--- src/rtl/m_axis_ppf_serializer.sv ---
// m_axis_ppf_serializer: ping-pong buffers 8-channel PPF output sets and streams them one channel per AXI4-Stream beat.
// Optional PPF_SERIALIZER_SAT_EN: saturate narrowed components instead of wrapping.
module m_axis_ppf_serializer #(
  parameter int DOUT_WIDTH     = 32,
  parameter int SHIFT          = 8,
  parameter int DROP_CNT_WIDTH = 16
) (
  input  logic                      ACLK,
  input  logic                      ARESET,
  input  logic                      frame_valid_i,
  input  logic [63:0]               channel0_data_i,
  input  logic [63:0]               channel1_data_i,
  input  logic [63:0]               channel2_data_i,
  input  logic [63:0]               channel3_data_i,
  input  logic [63:0]               channel4_data_i,
  input  logic [63:0]               channel5_data_i,
  input  logic [63:0]               channel6_data_i,
  input  logic [63:0]               channel7_data_i,
  output logic [DOUT_WIDTH-1:0]     M_TDATA,
  output logic                      M_TVALID,
  input  logic                      M_TREADY,
  output logic                      M_TLAST,
  output logic [2:0]                M_TUSER,
  output logic                      overflow_o,
  output logic [DROP_CNT_WIDTH-1:0] drop_cnt_o
);
  localparam int H = DOUT_WIDTH / 2;

  typedef enum logic {IDLE, SEND} state_t;

  state_t state, state_n;
  logic [7:0][63:0] din;
  logic [7:0][DOUT_WIDTH-1:0] din_n;
  logic [7:0][DOUT_WIDTH-1:0] slot [2];
  logic [1:0] vld, vld_n, count;
  logic wr_ptr, rd_ptr, hs, rel, cap;
  logic [2:0] beat;

  function automatic logic [H-1:0] narrow(input logic [31:0] x);
`ifdef PPF_SERIALIZER_SAT_EN
    logic [31:0] s;
    s = $signed(x) >>> SHIFT;
    return (s[31:H-1] == '0 || s[31:H-1] == '1) ? s[H-1:0] : {s[31], {(H-1){~s[31]}}};
`else
    return x[SHIFT+H-1:SHIFT];
`endif
  endfunction

  assign din = {channel7_data_i, channel6_data_i, channel5_data_i, channel4_data_i,
                channel3_data_i, channel2_data_i, channel1_data_i, channel0_data_i};

  // Narrowing happens at capture so the slots only hold the bits that are streamed.
  always_comb begin
    for (int i = 0; i < 8; i++) din_n[i] = {narrow(din[i][63:32]), narrow(din[i][31:0])};
  end

  always_comb begin
    count    = {1'b0, vld[0]} + {1'b0, vld[1]};
    M_TVALID = state == SEND;
    M_TUSER  = beat;
    M_TLAST  = M_TVALID && beat == 3'd7;
    M_TDATA  = M_TVALID ? slot[rd_ptr][beat] : '0;
    hs       = M_TVALID && M_TREADY;
    rel      = hs && beat == 3'd7;
    cap      = frame_valid_i && count != 2'd2;
    vld_n    = vld;
    if (cap) vld_n[wr_ptr] = 1'b1;
    if (rel) vld_n[rd_ptr] = 1'b0;
    state_n  = state == IDLE ? (count != 2'd0 ? SEND : IDLE) : (rel && vld_n == 2'b00 ? IDLE : SEND);
  end

  always_ff @(posedge ACLK) begin
    if (ARESET) begin
      state      <= IDLE;
      vld        <= 2'b00;
      wr_ptr     <= 1'b0;
      rd_ptr     <= 1'b0;
      beat       <= 3'd0;
      overflow_o <= 1'b0;
      drop_cnt_o <= '0;
    end else begin
      state <= state_n;
      vld   <= vld_n;
      if (cap) wr_ptr <= ~wr_ptr;
      if (rel) rd_ptr <= ~rd_ptr;
      if (hs) beat <= beat + 3'd1;
      if (frame_valid_i && !cap) begin
        overflow_o <= 1'b1;
        if (drop_cnt_o != '1) drop_cnt_o <= drop_cnt_o + 1'b1;
      end
    end
  end

  always_ff @(posedge ACLK) begin
    if (!ARESET && cap) slot[wr_ptr] <= din_n;
  end
endmodule

--- config.mk ---
export PLATFORM = sky130hd
export DESIGN_NAME = m_axis_ppf_serializer
export DESIGN_NICKNAME = d
export VERILOG_FILES = /design/src/rtl/m_axis_ppf_serializer.sv
export SDC_FILE = /design/constraint.sdc
export NUM_CORES = 1
export LEC_CHECK = 0
export ABC_AREA = 0
export CAP_MARGIN = 20
export CELL_PAD_IN_SITES_DETAIL_PLACEMENT = 0
export CELL_PAD_IN_SITES_GLOBAL_PLACEMENT = 1
export CORE_ASPECT_RATIO = 1.4
export CORE_MARGIN = 3
export CORE_UTILIZATION = 41
export CTS_CLUSTER_SIZE = 16
export DETAILED_ROUTE_END_ITERATION = 10
export GPL_ROUTABILITY_DRIVEN = 1
export GPL_TIMING_DRIVEN = 1
export PLACE_DENSITY = 0.87
export SLEW_MARGIN = 10
export SYNTH_ARGS = -nofsm -noshare
export SYNTH_HDL_FRONTEND = slang
export SYNTH_SLANG_ARGS = --single-unit
--- constraint.sdc ---
create_clock -name ACLK -period 32 [get_ports ACLK]
set_clock_uncertainty 0.1 [all_clocks]
set_input_delay 6.4 -clock ACLK [delete_from_list [all_inputs] [get_ports ACLK]]
set_output_delay 6.4 -clock ACLK [all_outputs]
set_load 0.05 [all_outputs]
# Yosys cells after proc, flatten, opt, wreduce, memory -nomap -nowiden
# Memory sizes are Yosys's and may differ from the RTL's. A register that Yosys moved wholly into a read port is not among the register bits.
# Index checks and enable logic that the tools add are counted.
[totals]
output_inout_bits = 54
reg_bits = 25
n_memories = 1
latch_bits = 0
rom_bits = 0
mem_bits_rw = 512
[classes]
reduce_logical = 14
n_addsub = 3
div_mod_pow = 0
bitwise_logic = 5
multipliers = 0
n_eq_ne = 3
mux = 16
shifts = 0
order_cmp = 5
[mem_list]
columns = ["memory", "words", "width", "read_ports", "rd_clocked_by_memory_dff", "write_ports", "line_no", "source"]
rows = [
  ["slot", 2, 256, 1, 1, 1, "34", "logic [7:0][DOUT_WIDTH-1:0] slot [2];"],
]
[ops]
columns = ["cell", "n"]
rows = [
  ["binary-select mux 32 bit (select 3 bit)", 1],
  ["two-way mux 32 bit", 2],
  ["adder 16 x 1 -> 16 bit (second input constant)", 1],
  ["inequality test 16 bit (second input constant)", 1],
  ["logical AND 1 bit", 9],
  ["two-way mux 1 bit", 9],
  ["< comparator 1 x 2 -> 1 bit (second input constant)", 2],
  ["< comparator 3 x 4 -> 1 bit (second input constant)", 1],
  ["two-way mux 2 bit", 2],
  ["adder 3 x 1 -> 3 bit (second input constant)", 1],
  ["equality test 3 bit (second input constant)", 1],
  ["adder 1 x 1 -> 2 bit", 1],
  ["AND 2 bit", 1],
  ["demux 1 bit (select 1 bit)", 2],
  [">= comparator 1 bit (second input constant)", 2],
  ["logical NOT 1 bit", 2],
  ["logical NOT 2 bit", 1],
  ["inequality test 2 bit (second input constant)", 1],
  ["inverter 1 bit", 2],
  ["inverter 2 bit", 1],
  ["bitwise OR 2 bit", 1],
  ["AND reduction 2 bit", 1],
  ["nonzero test 2 bit", 1],
]

# Depth between registers and ports, before layout
# Gate-level depths: netlist (run 1).
[logic_depth]
depth_word = 12
ltp_mapped = 7
depth_no_buf = 6

# Least setup slack after synthesis (run 1)
# OpenSTA, ideal clock, no wires.
[synth_path]
kind = "input port to flip-flop"
startpoint = "input port ARESET"
endpoint = "memory slot[0][0] (netlist bit) (enable)"
required_time_ps = 30714
path_stages = 3
path_slack_ps = 6509
arrival_ps = 24205
setup_time_ps = 1186
cell_sequence = "clkbuf_1 buf_1 nor3_1"
[synth_via]
elab_chain_cells = 4
[synth_lines]
columns = ["item", "line_no", "source"]
rows = [
  ["start: declaration", "9", "input logic ARESET,"],
  ["logical NOT 1 bit", "95", "if (!ARESET && cap) slot[wr_ptr] <= din_n;"],
  ["logical AND 1 bit", "95", ""],
  ["two-way mux 1 bit", "95", ""],
  ["two-way mux 1 bit (not written as such)", "95", ""],
  ["end: declaration", "34", ""],
]
# No other way between the ends.

==> out/results.ini, run 1 <==
[floorplan]
die_area_sq_um = 53200
core_area_sq_um = 49400
start_util_pct = 41.9
rows = 96
floorplan.io_pins = 570
die_w_microns = 196
die_y_microns = 272

[synthesis]
synth_edf_count = 512
synth_warnings = 0
synth.cell_area_sq_um = 20700
synthFlopType = edfxtp_1
synthCells = 951
syn_area_per_cell_sq_um = 21.7
async_reset_ff_share_pct = 0
ys_ff_latch = 538
yosysSeqAreaShare_pct = 76.9
yosysUniqueCellTypes = 48
synth_nets = 1470

[grt]
grt_pass1_wl_microns = 66700
track_usage_pct = 16.4
antenna_found_initial = 14
grt_overflow_total = 0
grt_pass1_vias = 11400
grt_start_max_net_pins = 177

[sta]
final_hold_viol_count = 0
maxSlewHeadroom_pct = 23.5
rsz0062_at_grt = false
maxSlewViolCount = 0
period_needed_ps = 11000
fin_ws_ps = 21000
setup_viol = 0
hold_slack_ps = 355
fmax_mhz = 90.9
fin_setup_tns_ps = 0
worst_pin_slew_ps = 1150
period_share_pct = 34.4

[detailed_routing]
wl_per_cell_microns = 22.7
antenna_left = 0
vias = 10500
drtIter0Drc = 580
via_per_inst = 5.37
routed_wl_microns = 44400
drc = 0
dr.pass1.iters = 5

[cts]
clk_latency_ps = 560
cts_tree = yes
cts_sinks = 538
post_cts_buffers = 0
cts_max_level = 2
ctsHoldBuffers = 0
cts_resized = 0
root_buffer = clkbuf_16
cts_buffers = 49
cts.reportedPaths.clkPinSlew_ps = 60
clockBufferDepth = 3

[layout]
multi_input_area_sq_um = 4500
final_common_cell = edfxtp_1
drive_above_1_share_pct = 16.3
layout_common_cells = 512 x edfxtp_1, 313 x clkdlybuf4s50_1, 121 x mux4_2, 64 x mux2i_1, 49 x clkbuf_16
ff_latch_area_sq_um = 15900
final_nets = 1796
fillers = 3783
synthToLayoutAreaGrowth_pct = 26.2

[critical_path]
crit_path_end_kind = output port
cp_max_fo = 43
critical_path_required_ps = 25500
path_cells = buf_4 > buf_4 > mux4_2 > a22o_1 > a221o_1 > clkdlybuf4s50_1
worst_setup_path_start_kind = flip-flop
path_common_cell = buf_4
cp_data_arrival_time_ps = 4500
cp_slowest_stage_delay_ps = 800
critPathSlowestCell = buf_4
critPathKind = flip-flop to output port

[placed_design]
numPortBuffers = 313
dpl.hpwl_microns = 28400
gp_congestion = 0.765
pre_cts_ws_ps = 21410

[power]
p_leak_nw = 7.99
vdd_drop_max_uv = 50.9
powerDensity_nw_per_um2 = 57.3

[hold_path]
hold_class = flip-flop to flip-flop

[flow_run]
drv_cap = 0

[status]
status = completed

==> power breakdown <==
part | leakage (nW) | switching, mW | internal, mW | total, mW
Combinational | 2.33 | 0.0566 | 0.0585 | 0.115
Sequential | 4.91 | 0.0100 | 0.803 | 0.813
Clock | 0.753 | 0.250 | 0.316 | 0.567
Total | 7.99 | 0.317 | 1.18 | 1.49
==> logic make-up after synthesis <==
| group | after synthesis | share of synthesized area [%] |
|---|---|---|
| AOI/OAI and AO/OA | 80 | 2.67 |
| xor gates and xnor gates | 3 | 0.127 |
| adders and majority gates | 3 | 0.182 |
| buffers and inverters | 56 | 1.35 |
| DFF | 538 | 76.9 |
| muxes | 186 | 16.3 |
| and+or+nand+nor | 85 | 2.39 |
==> Yosys cell counts (all sizes together) (8+ instances only) <==
library cell	instances	area, sq um
nand2	15	56.3
mux2i	64	641
and3	8	50.1
buf	35	199
nor2	9	33.8
dfxtp	26	521
clkbuf	16	61.3
o22ai	25	156
nor3	9	45.0
edfxtp	512	15400
a21oi	16	80.1
mux4	121	2730
==> cell type report <==
class | instances | share of cell area, %
Tap cell | 637 | 3.06
Timing Repair Buffer | 326 | 12.6
Clock inverter | 30 | 1.12
Sequential cell | 538 | 61.0
Inverter | 5 | 0.0720
Antenna cell | 9 | 0.0864
Multi-Input combinational cell | 357 | 17.3
Clock buffer | 59 | 4.85
==> flip-flops by register name (all words and copies together) (netlist names), named ones only <==
name,count
slot,512
drop_cnt_o,16
M_TUSER,3
vld,2
M_TVALID,1
overflow_o,1
rd_ptr,1
wr_ptr,1
==> critical path: cells and delay by family (launching register included) <==
| kind | cells | cell delay (ps) |
|---|---|---|
| mux | 1 | 590 |
| buf+inv | 3 | 2100 |
| flops | 1 | 650 |
| compound gates | 2 | 520 |
==> stage by stage <==
| step | cells | total power, mW | util (%) | instance area (sq um) |
|---|---|---|---|---|
| final | 1961 | 1.49 | 52.8 | 26100 |
| after CTS | 1951 | 1.51 | 52.7 | 26000 |
| after detailed placement | 1862 | 0.944 | 49.6 | 24500 |
| after global routing | 1960 | 1.55 | 52.8 | 26100 |
| after floorplan | 951 | 0.899 | - | 20700 |
| after global placement | 1862 | 0.939 | 49.6 | 24500 |
==> routing by layer <==
layer | vias up | routed length (microns) | global-route usage (%)
li1 | 4711 | - | -
met1 | 5345 | 16500 | 19.6
met2 | 373 | 23000 | 28.0
met3 | 97 | 3480 | 4.68
met4 | 8 | 1390 | 6.70
met5 | - | 39 | 0
==> path summary, 6_finish.rpt <==
kind | slack (ps) | depth (start not counted) | end | startpoint
min reg2reg | 350 | 2 | overflow_o | overflow_o
max reg2reg | 28950 | 6 | slot[1][129] | vld[1]
min | 350 | 2 | overflow_o | overflow_o
max | 21000 | 6 | M_TDATA[4] | flip-flop
Note: power is estimated with default switching activity, not from simulation.
==> run 2: changes to the inputs <==
==> constraint.sdc (replaced) <==
create_clock -name ACLK -period 10.75 [get_ports ACLK]
set_clock_uncertainty 0.1 [all_clocks]
set_input_delay 2.15 -clock ACLK [delete_from_list [all_inputs] [get_ports ACLK]]
set_output_delay 2.15 -clock ACLK [all_outputs]
set_load 0.05 [all_outputs]
==> run 2 against run 1 <==
Clock power rose to 3.2 times the previous value; hold slack gained 11 ps; clock-buffer cell count increased by 5; critical endpoint is now M_TDATA[28]; largest cell class unchanged.
==> out/results.ini, run 2 (synthesized netlist as in run 1, its figures left out) <==
[power]
vdd_drop_max_uv = 158  ; was 50.9 uV
p_leak_nw = 8.07  ; was 7.99 nW
powerDensity_nw_per_um2 = 175  ; was 57.3 nW/um^2

[hold_path]
hold_depth = 2  ; unchanged
hold_class = flip-flop to flip-flop  ; unchanged

[cts]
cts_buffers = 50  ; was 49
post_cts_buffers = 0  ; unchanged
clockBufferDepth = 3  ; unchanged
clk_latency_ps = 560  ; about the same
cts_resized = 0  ; unchanged
cts_tree = yes  ; unchanged
root_buffer = clkbuf_16  ; unchanged
cts_max_level = 2  ; unchanged
cts.reportedPaths.clkPinSlew_ps = 60  ; about the same
ctsHoldBuffers = 0  ; unchanged
cts_sinks = 538  ; unchanged

[grt]
grt_pass1_vias = 11500  ; was 11400
grt_pass1_wl_microns = 67300  ; was 66700 microns
grt_start_max_net_pins = 171  ; was 177
track_usage_pct = 16.6  ; was 16.4%
grt_overflow_total = 0  ; unchanged
antenna_found_initial = 15  ; was 14

[critical_path]
timing.reg2reg.setup_slack_ps = 7910  ; was 28950 ps
worst_setup_path_start_kind = flip-flop  ; unchanged
cp_max_fo = 45  ; was 43
crit_path_end_kind = output port  ; unchanged
crit_end = M_TDATA[28]  ; was M_TDATA[4]
r2r-start = vld[1]  ; unchanged
critPathKind = flip-flop to output port  ; unchanged
r2r-end = slot[0][13]  ; was slot[1][129]
cp_data_arrival_time_ps = 4250  ; was 4500 ps
worstRegToRegCells = 6  ; unchanged
critical_path_required_ps = 8500  ; was 25500 ps

[detailed_routing]
antenna_left = 0  ; unchanged
routed_wl_microns = 45200  ; was 44400 microns
wl_per_cell_microns = 22.9  ; was 22.7 microns
via_per_inst = 5.37  ; about the same
drtIter0Drc = 628  ; was 580
dr.pass1.iters = 4  ; was 5
vias = 10600  ; was 10500
drc = 0  ; unchanged

[floorplan]
rows = 96  ; unchanged
start_util_pct = 41.9  ; unchanged
die_w_microns = 196  ; unchanged
die_y_microns = 272  ; unchanged
core_area_sq_um = 49400  ; unchanged
floorplan.io_pins = 570  ; unchanged
die_area_sq_um = 53200  ; unchanged

[sta]
period_needed_ps = 6500
period_share_pct = 60.5
setup_viol = 0  ; unchanged
worst_pin_slew_ps = 1040  ; was 1150 ps
maxSlewViolCount = 0  ; unchanged
fin_setup_tns_ps = 0  ; unchanged
rsz0062_at_grt = false  ; unchanged
final_hold_viol_count = 0  ; unchanged
fin_ws_ps = 4250  ; was 21000 ps
maxSlewHeadroom_pct = 30.3  ; was 23.5%
fmax_mhz = 154

[placed_design]
pre_cts_ws_ps = 4650  ; was 21410 ps
place_inst = 1862  ; unchanged
dpl.hpwl_microns = 29300  ; was 28400 microns
numPortBuffers = 313  ; unchanged
gp_congestion = 0.775  ; was 0.765

[layout]
final_common_cell = edfxtp_1  ; unchanged
largest_reg_flops = 512  ; unchanged
layout_common_cells = 512 x edfxtp_1, 313 x clkdlybuf4s50_1, 121 x mux4_2, 64 x mux2i_1, 50 x clkbuf_16  ; was 512 x edfxtp_1, 313 x clkdlybuf4s50_1, 121 x mux4_2, 64 x mux2i_1, 49 x clkbuf_16
layoutNonFillerInstCount = 1969  ; was 1961
top_register = slot  ; unchanged
drive_above_1_share_pct = 16.5  ; was 16.3%
synthToLayoutAreaGrowth_pct = 27.0  ; was 26.2%
final_nets = 1797  ; was 1796

[status]
status = completed  ; unchanged

[flow_run]
drv_cap = 0  ; unchanged

## run 2: power breakdown
group	switching [mW]	internal, mW	leakage, nW
Clock	0.746	1.08	0.822
Combinational	0.174	0.175	2.33
Sequential	0.0258	2.39	4.91
## run 2: final cells by class
class / instances / area, sq um
inverter: 5 / 18.8
fill: 3803 / 23100
timing repair buffer: 326 / 3280
clock buffer: 64 / 1300
multi-input combinational: 357 / 4510
sequential: 538 / 15900
clock inverter: 29 / 394
tap: 637 / 797
antenna: 13 / 32.5
## run 2: metrics by stage
step	hold WS (ps)	instance area (sq um)	total power, mW	utilization (%)
2_1_floorplan	413	20700	2.65	-
3_3_place_gp	344	24500	2.79	49.6
3_5_place_dp	367	24500	2.81	49.6
4_1_cts	375	26200	4.64	53.0
5_1_grt	387	26200	4.75	53.1
6_report	366	26200	4.59	53.2
## run 2: metal layers
| metal | share of wire (%) | routed length (microns) | GRT usage [%] |
|---|---|---|---|
| met1 | 37 | 16500 | 19.5 |
| met3 | 7.4 | 3350 | 4.41 |
| met4 | 3.0 | 1370 | 6.85 |
| met5 | 0.049 | 22 | 0 |
| met2 | 53 | 23900 | 29.0 |
## run 2: worst min path at each step
stage / slack [ps] / from / end
3_3_place_gp: 340 / overflow_o / overflow_o
4_1_cts: 370 / overflow_o / overflow_o
5_1_grt: 390 / overflow_o / overflow_o
3_5_place_dp: 370 / overflow_o / overflow_o
2_1_floorplan: 410 / rd_ptr / vld[1]
6_report: 370 / overflow_o / overflow_o
## run 2: critical path: stages, from the launching register on
cell	delay [ps]
dfxtp_4	930
buf_4	820
mux4_2	600
a22o_1	190
a221o_1	360
clkdlybuf4s50_1	710
==> run 3: changes to the inputs <==
--- a/config.mk
+++ b/config.mk
@@ -11,12 +11,12 @@
 export CELL_PAD_IN_SITES_GLOBAL_PLACEMENT = 1
 export CORE_ASPECT_RATIO = 1.4
 export CORE_MARGIN = 3
-export CORE_UTILIZATION = 41
+export CORE_UTILIZATION = 37
 export CTS_CLUSTER_SIZE = 16
 export DETAILED_ROUTE_END_ITERATION = 10
 export GPL_ROUTABILITY_DRIVEN = 1
 export GPL_TIMING_DRIVEN = 1
-export PLACE_DENSITY = 0.87
+export PLACE_DENSITY = 0.83
 export SLEW_MARGIN = 10
 export SYNTH_ARGS = -nofsm -noshare
 export SYNTH_HDL_FRONTEND = slang
==> constraint.sdc (replaced) <==
create_clock -name ACLK -period 5.42 [get_ports ACLK]
set_clock_uncertainty 0.1 [all_clocks]
set_input_delay 1.084 -clock ACLK [delete_from_list [all_inputs] [get_ports ACLK]]
set_output_delay 1.084 -clock ACLK [all_outputs]
set_load 0.05 [all_outputs]
==> run 3 against run 2 <==
First-iteration DRC count increased by 3.7%; routed wire length increased by 2.0%; register-to-register slack got worse by 5200 ps; clock-buffer cell count unchanged; worst setup slack got worse by 3500 ps; flip-flop and latch count unchanged; die area increased by 11%; critical path type unchanged; largest cell class unchanged; combinational power increased by 100%; largest power group unchanged; non-clock buffer count increased by 8; critical endpoint unchanged; critical path depth unchanged.
==> out/results.ini, run 3 (synthesized netlist as in run 1, its figures left out) <==
[status]
status = completed  ; unchanged

[layout]
largest_reg_flops = 512  ; unchanged
final_nets = 1806  ; was 1797
drive_above_1_share_pct = 17.5  ; was 16.5%
fillers = 4448  ; was 3803
layout_common_cells = 512 x edfxtp_1, 313 x clkdlybuf4s50_1, 121 x mux4_2, 64 x mux2i_1, 53 x clkbuf_16  ; was 512 x edfxtp_1, 313 x clkdlybuf4s50_1, 121 x mux4_2, 64 x mux2i_1, 50 x clkbuf_16
top_register = slot  ; unchanged
final_common_cell = edfxtp_1  ; unchanged
synthToLayoutAreaGrowth_pct = 27.8  ; was 27.0%

[sta]
period_share_pct = 86.6
rsz0062_at_grt = false  ; unchanged
period_needed_ps = 4700
maxSlewViolCount = 0  ; unchanged
setup_viol = 0  ; unchanged
fin_ws_ps = 724  ; was 4250 ps
final_hold_viol_count = 0  ; unchanged
fmax_mhz = 213
fin_setup_tns_ps = 0  ; unchanged
maxSlewHeadroom_pct = 32.4  ; was 30.3%
worst_pin_slew_ps = 1010  ; was 1040 ps

[critical_path]
critPathSlowestCell = dfxtp_4  ; unchanged
timing.reg2reg.setup_slack_ps = 2740  ; was 7910 ps
r2r-start = M_TUSER[1]  ; was vld[1]
cp_data_arrival_time_ps = 3510  ; was 4250 ps
cp_max_fo = 32  ; was 45
critPathKind = flip-flop to output port  ; unchanged
crit_path_end_kind = output port  ; unchanged
cp_slowest_stage_delay_ps = 770  ; was 930 ps
worst_setup_path_start_kind = flip-flop  ; unchanged
worstRegToRegCells = 7  ; was 6
critical_path_required_ps = 4240  ; was 8500 ps
path_cells = nor2b_1 > a22oi_1 > a22o_1 > a221o_1 > clkdlybuf4s50_1  ; was buf_4 > mux4_2 > a22o_1 > a221o_1 > clkdlybuf4s50_1

[power]
p_comb_share_pct = 7.8  ; was 7.6%
switching_share_pct = 21.2  ; was 20.6%
p_switching_mw = 1.90  ; was 946 uW
p_int_mw = 7.05  ; was 3.64 mW
p_leak_nw = 8.11  ; was 8.07 nW
vdd_drop_max_uv = 319  ; was 158 uV
p_seq_share_pct = 53.5  ; was 52.6%
pwr-share-clk_pct = 38.7  ; was 39.8%
powerDensity_nw_per_um2 = 339  ; was 175 nW/um^2

[detailed_routing]
via_per_inst = 5.17  ; was 5.37
dr.pass1.iters = 5  ; was 4
drc = 0  ; unchanged
routed_wl_microns = 46100  ; was 45200 microns
vias = 10600  ; about the same
drtIter0Drc = 651  ; was 628
antenna_left = 0  ; unchanged
wl_per_cell_microns = 22.4  ; was 22.9 microns

[cts]
cts_tree = yes  ; unchanged
cts_max_level = 2  ; unchanged
cts.reportedPaths.clkPinSlew_ps = 60  ; about the same
root_buffer = clkbuf_16  ; unchanged
cts_sinks = 538  ; unchanged
ctsHoldBuffers = 0  ; unchanged
cts_resized = 0  ; unchanged
clk_latency_ps = 570  ; was 560 ps
clockBufferDepth = 3  ; unchanged
post_cts_buffers = 0  ; unchanged
cts_buffers = 51  ; was 50

[floorplan]
floorplan.io_pins = 570  ; unchanged
die_area_sq_um = 58800  ; was 53200 sq um
die_y_microns = 286  ; was 272 microns
start_util_pct = 37.8  ; was 41.9%
rows = 101  ; was 96
core_area_sq_um = 54700  ; was 49400 sq um
die_w_microns = 206  ; was 196 microns

[placed_design]
gp_congestion = 0.753  ; was 0.775
pre_cts_ws_ps = 1230  ; was 4650 ps
numPortBuffers = 313  ; unchanged
dpl.hpwl_microns = 29900  ; was 29300 microns

[grt]
antenna_found_initial = 13  ; was 15
grt_start_max_net_pins = 131  ; was 171
track_usage_pct = 15.5  ; was 16.6%
grt_pass1_wl_microns = 68700  ; was 67300 microns
gr-usage-met1_pct = 18.1  ; was 19.5%
grt_pass1_vias = 11500  ; about the same
grt_overflow_total = 0  ; unchanged
met2_usage_pct = 27.4  ; was 29.0%
grt_busiest_layer = met2  ; unchanged
met3_usage_pct = 4.35  ; was 4.41%

[hold_path]
min_to = overflow_o  ; unchanged
min_from = overflow_o  ; unchanged
hold_depth = 2  ; unchanged
hold_class = flip-flop to flip-flop  ; unchanged

[flow_run]
drv_cap = 0  ; unchanged

## run 3: cell types whose count changed in the layout (fill, tap and decap cells not counted), moves of 2 or more
| cell | before | now |
|---|---|---|
| clkinv_4 | 0 | 2 |
| clkinv_2 | 7 | 12 |
| clkbuf_8 | 0 | 2 |
| diode_2 | 13 | 8 |
| clkbuf_1 | 14 | 9 |
| buf_12 | 2 | 9 |
| clkbuf_16 | 50 | 53 |
| bufinv_16 | 9 | 3 |
## run 3: cell type report
cell class / count / area (sq um) / share of cell area (%)
diodes: 8 / 20.0 / 0.0758
clock buffers: 64 / 1390 / 5.26
multi-input cells: 357 / 4510 / 17.1
well taps: 721 / 902 / 3.42
repair buffers: 334 / 3400 / 12.9
flip-flops and latches: 538 / 15900 / 60.3
inverters: 5 / 18.8 / 0.0711
clock inverters: 30 / 248 / 0.938
## run 3: metal layers
metal | up-vias | routed length, microns
met3 | 85 | 3610
met4 | 8 | 1340
met5 | - | 55
li1 | 4731 | -
met2 | 386 | 24000
met1 | 5423 | 17000
## run 3: worst max-delay path by stage
stage	cells after the start	to	startpoint
finish	5	M_TDATA[28]	M_TUSER[1]
global route	6	M_TDATA[9]	flip-flop
CTS	5	M_TDATA[28]	M_TUSER[1]
detailed placement	5	M_TDATA[28]	M_TUSER[1]
global placement	5	M_TDATA[28]	M_TUSER[1]
floorplan	3	slot[0][0]	ARESET
## run 3: through the flow
step           power, mW  hold WS [ps]  util [%]  cell area, sq um  cells
4_1_cts             9.08           350      48.2             26400   2048
6_report            8.95           343      48.2             26400   2057
2_1_floorplan       5.24           409         -             20700    951
5_1_grt             9.29           379      48.2             26400   2055
3_3_place_gp        5.56           339      45.2             24700   1954
3_5_place_dp        5.59           343      45.2             24700   1954
## run 3: power groups by stage
| stage | Combinational [mW] | Sequential [mW] | Clock, mW |
|---|---|---|---|
| global placement | 0.690 | 4.87 | 0 |
| CTS | 0.711 | 4.79 | 3.58 |
| finish | 0.697 | 4.79 | 3.46 |
| floorplan | 0.345 | 4.89 | 0 |
| global route | 0.746 | 4.80 | 3.74 |
| detailed placement | 0.708 | 4.88 | 0 |
## run 3: worst max-delay path, delay by kind of cell, from the launching register on
family / cells / cell delay [ps]
compound gates: 3 / 840
buf+inv: 1 / 710
flops: 1 / 770
simple gates: 1 / 580
